--- config.mk ---
export PLATFORM = sky130hd
export DESIGN_NAME = dpe_ingress_arb
export DESIGN_NICKNAME = d
export VERILOG_FILES = /design/src/rtl/dpe_arb_pkg.sv /design/src/rtl/dpe_rr_pick.sv /design/src/rtl/dpe_ingress_arb.sv
export SDC_FILE = /design/constraint.sdc
export NUM_CORES = 1
export LEC_CHECK = 0
export CAP_MARGIN = 20
export CELL_PAD_IN_SITES_DETAIL_PLACEMENT = 0
export CELL_PAD_IN_SITES_GLOBAL_PLACEMENT = 1
export CORE_MARGIN = 2
export CORE_UTILIZATION = 45
export CTS_CLUSTER_DIAMETER = 150
export DETAILED_ROUTE_END_ITERATION = 6
export DONT_BUFFER_PORTS = 1
export HOLD_SLACK_MARGIN = 0.06
export PLACE_DENSITY = 0.84
export SKIP_LAST_GASP = 1
export SLEW_MARGIN = 20
export SYNTH_ARGS = -nofsm -noshare
export SYNTH_HDL_FRONTEND = slang
export SYNTH_HIERARCHICAL = 1
export SYNTH_SLANG_ARGS = --single-unit
--- constraint.sdc ---
create_clock -name clk -period 7.7 [get_ports clk]
set_input_delay 1.54 -clock clk [delete_from_list [all_inputs] [get_ports clk]]
set_output_delay 1.54 -clock clk [all_outputs]
set_load 0.005 [all_outputs]
--- src/rtl/dpe_arb_pkg.sv ---
// ---------------------------------------------------------------------------
// dpe_arb_pkg
//   Shared types and helpers for the DPE ingress arbiter and its round-robin
//   picker.
//
//   arb_state_t : arbiter FSM states
//                   IDLE - no grant held, arbitration runs every cycle
//                   PASS - one port granted, its packet streams through
//   port_w(n)   : width of a port index for n ports, never less than 1 bit
// ---------------------------------------------------------------------------
package dpe_arb_pkg;

    typedef enum logic {
        IDLE = 1'b0,
        PASS = 1'b1
    } arb_state_t;

    function automatic int unsigned port_w(input int unsigned n);
        return ($clog2(n) < 1) ? 1 : $clog2(n);
    endfunction

endpackage : dpe_arb_pkg

--- src/rtl/dpe_rr_pick.sv ---
// ---------------------------------------------------------------------------
// dpe_rr_pick
//   Combinational round-robin pick. Scans req starting at last+1 and wrapping
//   modulo NUM_PORTS. Returns the first set bit found.
//
//   Parameters
//     NUM_PORTS : number of requesters (>= 2)
//   Ports
//     req  in  [NUM_PORTS]  request vector
//     last in  [PORT_W]     index of the previous winner (highest priority
//                           goes to last+1)
//     any  out              at least one request present
//     idx  out [PORT_W]     winning index (0 when any=0)
// ---------------------------------------------------------------------------
module dpe_rr_pick
    import dpe_arb_pkg::*;
#(
    parameter  int unsigned NUM_PORTS = 5,
    localparam int unsigned PORT_W    = port_w(NUM_PORTS)
) (
    input  logic [NUM_PORTS-1:0] req,
    input  logic [PORT_W-1:0]    last,
    output logic                 any,
    output logic [PORT_W-1:0]    idx
);

    logic [2*NUM_PORTS-1:0] dbl;
    logic [2*NUM_PORTS-1:0] shifted;
    logic [NUM_PORTS-1:0]   rot;
    int unsigned            start;
    int unsigned            hit;
    logic                   found;

    // Rotate by concatenating req with itself and shifting. Bit 0 of rot is
    // then the highest-priority port, so a plain lowest-set-bit search gives
    // the round-robin winner as an offset from start.
    always_comb begin
        start   = (32'(last) + 1) % NUM_PORTS;
        dbl     = {req, req};
        shifted = dbl >> start;
        rot     = shifted[NUM_PORTS-1:0];
        found   = 1'b0;
        hit     = 0;
        for (int unsigned j = 0; j < NUM_PORTS; j++) begin
            if (!found && rot[j]) begin
                found = 1'b1;
                hit   = j;
            end
        end
        any = found;
        idx = found ? PORT_W'((start + hit) % NUM_PORTS) : '0;
    end

endmodule : dpe_rr_pick

--- src/rtl/dpe_ingress_arb.sv ---
// ---------------------------------------------------------------------------
// dpe_ingress_arb
//   Packet-granular NUM_PORTS-way round-robin arbiter. It merges the ingress
//   AXI-Stream sources (CPU FIFO and MAC RX FIFOs) into the single stream
//   consumed by the DPE. A grant is held for a whole packet. Each new packet
//   costs one idle arbitration cycle.
//
//   Parameters
//     NUM_PORTS : number of ingress streams (>= 2)
//     DATA_W    : tdata width, KEEP_W = DATA_W/8
//     CNT_W     : width of each saturating packet counter
//   Ports
//     clk, rst         sys_clk; synchronous active-high reset
//     pause            hold off new grants; the current packet completes
//     is_idle          no packet granted
//     port_en          per-port grant enable (checked at arbitration only)
//     cnt_clr          synchronous clear of all packet counters
//     s_t*             ingress streams, port i in slice i
//     m_t*             merged stream; m_tid = source port of current packet
//     pkt_cnt          packets forwarded per port, port i in slice i
// ---------------------------------------------------------------------------
module dpe_ingress_arb
    import dpe_arb_pkg::*;
#(
    parameter  int unsigned NUM_PORTS = 5,
    parameter  int unsigned DATA_W    = 8,
    parameter  int unsigned CNT_W     = 32,
    localparam int unsigned KEEP_W    = DATA_W / 8,
    localparam int unsigned PORT_W    = port_w(NUM_PORTS)
) (
    input  logic                        clk,
    input  logic                        rst,
    input  logic                        pause,
    output logic                        is_idle,
    input  logic [NUM_PORTS-1:0]        port_en,
    input  logic                        cnt_clr,
    input  logic [NUM_PORTS*DATA_W-1:0] s_tdata,
    input  logic [NUM_PORTS*KEEP_W-1:0] s_tkeep,
    input  logic [NUM_PORTS-1:0]        s_tvalid,
    input  logic [NUM_PORTS-1:0]        s_tlast,
    output logic [NUM_PORTS-1:0]        s_tready,
    output logic [DATA_W-1:0]           m_tdata,
    output logic [KEEP_W-1:0]           m_tkeep,
    output logic                        m_tvalid,
    output logic                        m_tlast,
    output logic [PORT_W-1:0]           m_tid,
    input  logic                        m_tready,
    output logic [NUM_PORTS*CNT_W-1:0]  pkt_cnt
);

    arb_state_t           state_q, state_d;
    logic [PORT_W-1:0]    grant_q, grant_d;
    logic [PORT_W-1:0]    last_q,  last_d;
    logic [NUM_PORTS-1:0] req;
    logic [NUM_PORTS-1:0] inc;
    logic                 pick_any;
    logic [PORT_W-1:0]    pick_idx;

    logic [DATA_W-1:0]    tdata_a [NUM_PORTS];
    logic [KEEP_W-1:0]    tkeep_a [NUM_PORTS];
    logic [CNT_W-1:0]     cnt_q   [NUM_PORTS];

    for (genvar i = 0; i < NUM_PORTS; i++) begin : g_port
        assign tdata_a[i]                 = s_tdata[i*DATA_W +: DATA_W];
        assign tkeep_a[i]                 = s_tkeep[i*KEEP_W +: KEEP_W];
        assign pkt_cnt[i*CNT_W +: CNT_W]  = cnt_q[i];
    end

    assign req = s_tvalid & port_en;

    dpe_rr_pick #(
        .NUM_PORTS (NUM_PORTS)
    ) u_pick (
        .req  (req),
        .last (last_q),
        .any  (pick_any),
        .idx  (pick_idx)
    );

    always_ff @(posedge clk) begin
        if (rst) begin
            state_q <= IDLE;
            grant_q <= '0;
            last_q  <= PORT_W'(NUM_PORTS - 1);
        end else begin
            state_q <= state_d;
            grant_q <= grant_d;
            last_q  <= last_d;
        end
    end

    // Next state and the pass-through mux. port_en and pause only gate the
    // IDLE pick, so a granted packet always runs to its tlast.
    always_comb begin
        state_d  = state_q;
        grant_d  = grant_q;
        last_d   = last_q;
        inc      = '0;
        s_tready = '0;
        m_tdata  = '0;
        m_tkeep  = '0;
        m_tvalid = 1'b0;
        m_tlast  = 1'b0;

        unique case (state_q)
            IDLE: begin
                if (!pause && pick_any) begin
                    grant_d = pick_idx;
                    state_d = PASS;
                end
            end
            PASS: begin
                m_tdata           = tdata_a[grant_q];
                m_tkeep           = tkeep_a[grant_q];
                m_tvalid          = s_tvalid[grant_q];
                m_tlast           = s_tlast[grant_q];
                s_tready[grant_q] = m_tready;
                if (m_tvalid && m_tready && m_tlast) begin
                    last_d       = grant_q;
                    inc[grant_q] = 1'b1;
                    state_d      = IDLE;
                end
            end
            default: state_d = IDLE;
        endcase
    end

    // Saturating packet counters; a clear takes priority over a same-cycle
    // increment.
    always_ff @(posedge clk) begin
        if (rst || cnt_clr) begin
            for (int unsigned i = 0; i < NUM_PORTS; i++) begin
                cnt_q[i] <= '0;
            end
        end else begin
            for (int unsigned i = 0; i < NUM_PORTS; i++) begin
                if (inc[i] && (cnt_q[i] != '1)) begin
                    cnt_q[i] <= cnt_q[i] + 1'b1;
                end
            end
        end
    end

    assign is_idle = (state_q == IDLE);
    assign m_tid   = grant_q;

endmodule : dpe_ingress_arb
Yosys cells after proc, flatten, opt, wreduce, memory -nomap -nowiden
Memories as Yosys holds them, arrays and structs flattened.
Cells that the tools add are included.
Widths: inputs -> output; s select.
{"block": "word_totals", "reg_bits": 7, "latch_bits": 0, "mem_bits_rw": 160, "mem_bits_ro": 0, "in_bits": 65, "output_inout_bits": 180, "word_cells": 106, "mem_count": 1}
{"block": "op_classes", "add_sub_neg": 7, "multipliers": 0, "n_div": 2, "n_lt_le_gt_ge": 3, "n_eq_ne": 5, "n_shift": 1, "n_mux": 54, "n_bitwise": 9, "reduce_logical": 21}
{"name": "cnt_q", "words": 5, "width": 32, "read_ports": 5, "rd_clocked_by_memory_dff": 0, "write_ports": 5, "line_no": "dpe_ingress_arb.sv:61", "rtl": "logic [CNT_W-1:0] cnt_q [NUM_PORTS];"}
{"cell": "$add 32x1->32 const B", "count": 5}
{"cell": "$mux 32", "count": 5}
{"cell": "$ne 32x32->1 const B", "count": 5}
{"cell": "$mod 32x3->32 const B", "count": 2}
{"cell": "$mux 1", "count": 33}
{"cell": "$add 32x3->32", "count": 1}
{"cell": "$shr 10x32->5", "count": 1}
{"cell": "$bmux 8 s3", "count": 1}
{"cell": "$mux 8", "count": 3}
{"cell": "$mux 5", "count": 3}
{"cell": "$logic_and 1x1->1", "count": 13}
{"cell": "$and 5x5->5", "count": 2}
{"cell": "$bmux 1 s3", "count": 3}
{"cell": "$mux 3", "count": 2}
{"cell": "$logic_not 1->1", "count": 5}
{"cell": "$or 1x1->1", "count": 5}
{"cell": "$add 3x1->4 const B", "count": 1}
{"cell": "$ge 4x4->1 const B", "count": 1}
{"cell": "$lt 3x4->1 const B", "count": 1}
{"cell": "$mux 2", "count": 2}
{"cell": "$not 3->4", "count": 1}
{"cell": "$reduce_and 2->1", "count": 2}
{"cell": "$demux 1 s3", "count": 1}
{"cell": "$ge 3x1->1 const B", "count": 1}
{"cell": "other kinds (3)", "count": 3}

Longest topological paths before layout
{"block": "logic_depth", "depth_word": 19, "ltp_mapped": 42, "ltp_nobuf": 41}

Cells and area by module
The synthesis kept the hierarchy.
{"module": "dpe_ingress_arb", "instances": 1, "cells_per_inst": 929, "area_each_um2": 9360.2, "seq_area_each_um2": 4944.7}
{"module": "dpe_rr_pick", "instances": 1, "cells_per_inst": 253, "area_each_um2": 1920.6, "seq_area_each_um2": 0.0}

Worst setup path before layout
Ideal clock, no wire load.
{"block": "synth_timing", "path_kind": "reg2reg", "startpoint": "register last_q[1]", "endpoint": "register grant_q[1] (netlist: m_tid[1])", "setup_time_ns": 0.125, "arrival_ns": 7.517, "t_required_ns": 7.575, "slack_ns": 0.058, "path_stages_with_launch": 42, "path_buffers": 0, "synth_period_minus_slack_ns": 7.642, "cell_sequence": "dfxtp_1 ha_1 and2b_2 nor2_1 ha_1 inv_1 ha_1 nor2b_1 a31o_2 a22oi_2 a21oi_4 inv_4 mux2_1 o211a_1 o21a_1 a21oi_1 ha_1 inv_1 (+6 left out) a31oi_4 xnor2_1 nor3_1 o32a_2 ha_1 a21oi_1 nor2_1 mux2_4 o22ai_4 xnor2_1 ha_1 and2b_1 nor2_1 or3_2 a21oi_1 a221oi_2 mux2i_1 nor2_1"}
{"block": "synth_via", "elab_chain_len": 19, "elab_cells_between_ends": 25, "classes_between": "2 x add/sub; 2 x div; 1 x shift; 10 x mux; 10 x reduce/logical"}
{"item": "start, declared", "line_no": "dpe_ingress_arb.sv:53", "rtl": "logic [PORT_W-1:0] last_q, last_d;"}
{"item": "start signal, assigned", "line_no": "dpe_ingress_arb.sv:84", "rtl": "last_q <= PORT_W'(NUM_PORTS - 1);"}
{"item": "start signal, assigned", "line_no": "dpe_ingress_arb.sv:88", "rtl": "last_q <= last_d;"}
{"item": "$add 3x1->4 (*)", "line_no": "dpe_rr_pick.sv:38", "rtl": "start = (32'(last) + 1) % NUM_PORTS;"}
{"item": "$mod 32x3->32 (*)", "line_no": "dpe_rr_pick.sv:38"}
{"item": "$shr 10x32->5", "line_no": "dpe_rr_pick.sv:40", "rtl": "shifted = dbl >> start;"}
{"item": "$mux 1", "line_no": "dpe_rr_pick.sv:45", "rtl": "if (!found && rot[j]) begin"}
{"item": "$logic_not 1->1", "line_no": "dpe_rr_pick.sv:45"}
{"item": "$logic_and 1x1->1", "line_no": "dpe_rr_pick.sv:45"}
{"item": "$mux 1", "line_no": "dpe_rr_pick.sv:45"}
{"item": "$logic_not 1->1", "line_no": "dpe_rr_pick.sv:45"}
{"item": "(+4 left out)"}
{"item": "$mux 1", "line_no": "dpe_rr_pick.sv:45"}
{"item": "$logic_not 1->1", "line_no": "dpe_rr_pick.sv:45"}
{"item": "$logic_and 1x1->1", "line_no": "dpe_rr_pick.sv:45"}
{"item": "$mux 3", "line_no": "dpe_rr_pick.sv:45"}
{"item": "$add 32x3->32", "line_no": "dpe_rr_pick.sv:51", "rtl": "idx = found ? PORT_W'((start + hit) % NUM_PORTS) : '0;"}
{"item": "$mod 32x3->32", "line_no": "dpe_rr_pick.sv:51"}
{"item": "$mux 3 (*)", "line_no": "dpe_rr_pick.sv:51"}
{"item": "named net pick_idx[1]", "line_no": "dpe_ingress_arb.sv:57", "rtl": "logic [PORT_W-1:0] pick_idx;"}
{"item": "end signal, assigned", "line_no": "dpe_ingress_arb.sv:87", "rtl": "grant_q <= grant_d;"}
{"item": "end, declared", "line_no": "dpe_ingress_arb.sv:52", "rtl": "logic [PORT_W-1:0] grant_q, grant_d;"}
Mark *: on every way through the listed nets, which the timed path passes. The rest lies on a longest branch.
A chain may end at the register's enable or synchronous reset.

Final worst setup path
{"block": "layout_timing", "startpoint": "register last_q[0]", "endpoint": "register grant_q[1] (netlist: m_tid[1])"}
The elaborated chain is that of the path after synthesis.

==> impl_metrics.tcl <==
set metrics [dict create \
    outcome "complete, no violations" \
    worst_pin_slew_ns 1.06 \
    setup.worst_path.class "reg -> reg" \
    power_switching_share_pct 27.6 \
    maxSlewHeadroom_pct 29.3 \
    fillerInstances 2220 \
    placed_area_mm2 0.0119 \
    rr_worst_depth 41 \
    share_of_synthesized_flip_flops_with_an_asynchronous_set_or_reset_pct 0 \
    place.detailed.hpwl_um 21000 \
    power.net_switching_w 0.000616 \
    r2r_start "last_q[0]" \
    leakage_power_nw 4.20 \
    synth_top_cell_by_area "edfxtp_1" \
    cp_data_required_time_ns 8.03 \
    crit_path_top_delay_cell "or3_2" \
    powerDensity_mw_per_mm2 176 \
    worst_clock_skew_ns 0.0217 \
    synth_flop_cell "edfxtp_1" \
    layout_nets 1297 \
    critPathMaxFanout 5 \
    grt-ovfl-total 0 \
    area.growth.synth_to_final_pct 12.7 \
    final_area_mm2 0.0127 \
    critical_path.startpoint_type "register" \
    design.die.area_mm2 0.0264 \
    core_mm2 0.0245 \
    post_route_cells_drive_above_1_share_pct 15.2 \
    fin_hold_ws_ns 0.482 \
    wire_per_inst_um 18.9 \
    syn-instance-count 1182 \
    insertedDiodeCount 0 \
    cts.sink_count 167 \
    min_period_over_period_pct 95.6 \
    crit-reg2reg-capture "m_tid[1]" \
    synth.ff_latch_count 167 \
    seq_area_frac_synth_pct 43.8 \
    min_delay_worst_endpoint "last_q[1]" \
    synth.cell_area_mm2 0.0113 \
    grt_start_max_net_pins 95 \
    hold_start "last_q[1]" \
    first_iter_violations 566 \
    timing.hold.worst_path_depth 2 \
    ctsHtreeMaxLevel 4 \
    crit_arrival_ns 7.70 \
    grt.total_usage_pct 21.7 \
    dr_total_vias 8964 \
    cts_buffers 17 \
    boundaryPins 245 \
    seq_power_share_pct 49.6 \
    synth_largest_type_area_fraction_pct 42.6 \
    yosys_warnings 6 \
    fraction_of_power_consumed_by_combinational_cells_pct 9.7 \
    first_pass_grt_wire_length_um 45500 \
    post-route-drc-count 0 \
    syn_nets 1265 \
    worstSkewPairLatency_ns 0.44 \
    antenna_found_initial 0 \
    final-setup-viol-count 0 \
    drt-vias-per-instance 5.78 \
    number_of_flops_mapped_to_enable_cells_by_yosys 160 \
    core.rowCount 57 \
    dpl_worst_slack_ns -0.0523 \
    gpl.final_weighted_congestion 0.871 \
    yosys.cell_count.top_type "nor2_1" \
    power.clock.fraction_pct 40.6 \
    synth.cells.most_frequent "223 x nor2_1, 160 x edfxtp_1, 95 x nand2_1, 93 x xor2_1, 68 x xnor2_1" \
    drt_pass1_iterations 7 \
    hold_violations 0 \
    syn_area_per_cell_um2 9.54 \
    post-route-worst-setup-slack_ns 0.336 \
    cts.path.max_buffers 2 \
    final.setup.tns_ns 0 \
    setup.worst_path.end_class "register" \
    yosysUniqueCellTypes 101 \
    drtAntennaViolNets 0 \
    drv_slew 0 \
    initial_core_utilization_pct 46.1 \
    tritoncts "built" \
    internal_power_w 0.00162 \
    clock.fmax_mhz 136 \
    cts.reportedPaths.clkPinSlew_ns 0.08 \
    port_buffers 0 \
    ff2ff_setup_slack_ns 0.34 \
    post_synth_main_area_contributors "edfxtp_1 43%, nor2_1 7.4%, xor2_1 7.2%, xnor2_1 5.3%, nand2_1 3.2%" \
    via_count_of_the_first_global_routing_pass 8539 \
    floorplan.die.height_um 162 \
    max-vdd-ir-drop_uv 139 \
    finalWorstPathRequiredPeriod_ns 7.36 \
    critPathMaxStageDelay_ns 0.42 \
    dieWidth_um 162 \
    maxCapViolations 0 \
    clk_root_buffer_cell "clkbuf_16" \
    route.final.wire_length_um 29300 \
    hold_class "reg -> reg" \
]
[cells by family (layout without fill, tap and decap cells)]
| kind of cell | after synthesis | count (layout) | share of synthesized area, % |
|---|---|---|---|
| muxes | 29 | 29 | 2.78 |
| and+or+nand+nor | 591 | 591 | 26.1 |
| DFF | 167 | 167 | 43.8 |
| xor gates and xnor gates | 161 | 161 | 12.5 |
| adders and majority gates | 18 | 18 | 2.06 |
| buffers and inverters | 78 | 123 | 3.26 |
| AOI/OAI and AO/OA | 138 | 138 | 9.51 |
[critical path: cells and delay by family (launching register included)]
family,cells,cell delay [ns]
xor+xnor,2,0.28
buf+inv,3,0.18
fa+ha+maj,7,1.64
compound gates,14,2.53
mux,3,0.73
simple gates,12,1.52
flops,1,0.37
[area by class of cell]
class                           instances  area [um^2]  share of cell area, %
Clock inverter                         15          190                   1.50
Timing Repair Buffer                   57          428                   3.37
Clock buffer                           17          425                   3.35
Inverter                               34          135                   1.06
Multi-Input combinational cell        937         6170                   48.6
Sequential cell                       167         4950                   38.9
Tap cell                              324          405                   3.19
[power by group through the flow]
| stage | Clock [W] | Combinational [W] | Sequential [W] |
|---|---|---|---|
| floorplan | 0 | 0.000161 | 0.00110 |
| global route | 0.000956 | 0.000240 | 0.00112 |
| global placement | 0 | 0.000205 | 0.00113 |
| finish | 0.000908 | 0.000218 | 0.00111 |
| CTS | 0.000922 | 0.000208 | 0.00111 |
| detailed placement | 0 | 0.000206 | 0.00113 |
[stage by stage]
step	std cells	utilization (%)	power (W)
after global placement	1511	48.5	0.00133
after global routing	1551	52.0	0.00231
after CTS	1543	51.0	0.00224
final	1551	52.0	0.00223
after floorplan	1182	-	0.00126
after detailed placement	1511	48.5	0.00134
[registers in the layout, indices dropped and copies added (netlist names)]
| signal | flops |
|---|---|
| cnt_q | 160 |
| last_q | 3 |
| m_tid | 3 |
| state_q | 1 |
[what timing repair did]
| item | CTS | global route |
|---|---|---|
| gates resized for setup | 2 | 38 |
| hold buffers | 0 | 0 |
| pin swaps | 0 | 14 |
| endpoints found under the setup margin | 1 | 2 |
| buffers inserted | 0 | 8 |
[metal layers]
layer	track usage (%)	share of wire (%)
met4	6.07	1.7
met1	27.9	43
met5	0	0
met2	35.3	47
met3	6.75	7.6
[cells in the final DEF (no fill, tap or decap), types with 17 or more instances in the layout]
cell type / count
nor2_1: 220
edfxtp_1: 160
nand2_1: 95
xor2_1: 93
xnor2_1: 66
nand3_1: 58
buf_4: 57
nand4_1: 45
nor4_1: 34
inv_1: 32
a21oi_1: 29
and3_1: 27
nor3_1: 22
mux2i_1: 21
o21ai_0: 19
clkbuf_16: 17
[how the worst max path moves through the flow]
stage / to / from
floorplan: m_tid[1] / last_q[1]
global placement: m_tid[1] / last_q[0]
detailed placement: m_tid[1] / last_q[0]
CTS: m_tid[1] / last_q[0]
global route: m_tid[1] / last_q[0]
finish: m_tid[1] / last_q[0]
Power figures use the tool's default switching activity.
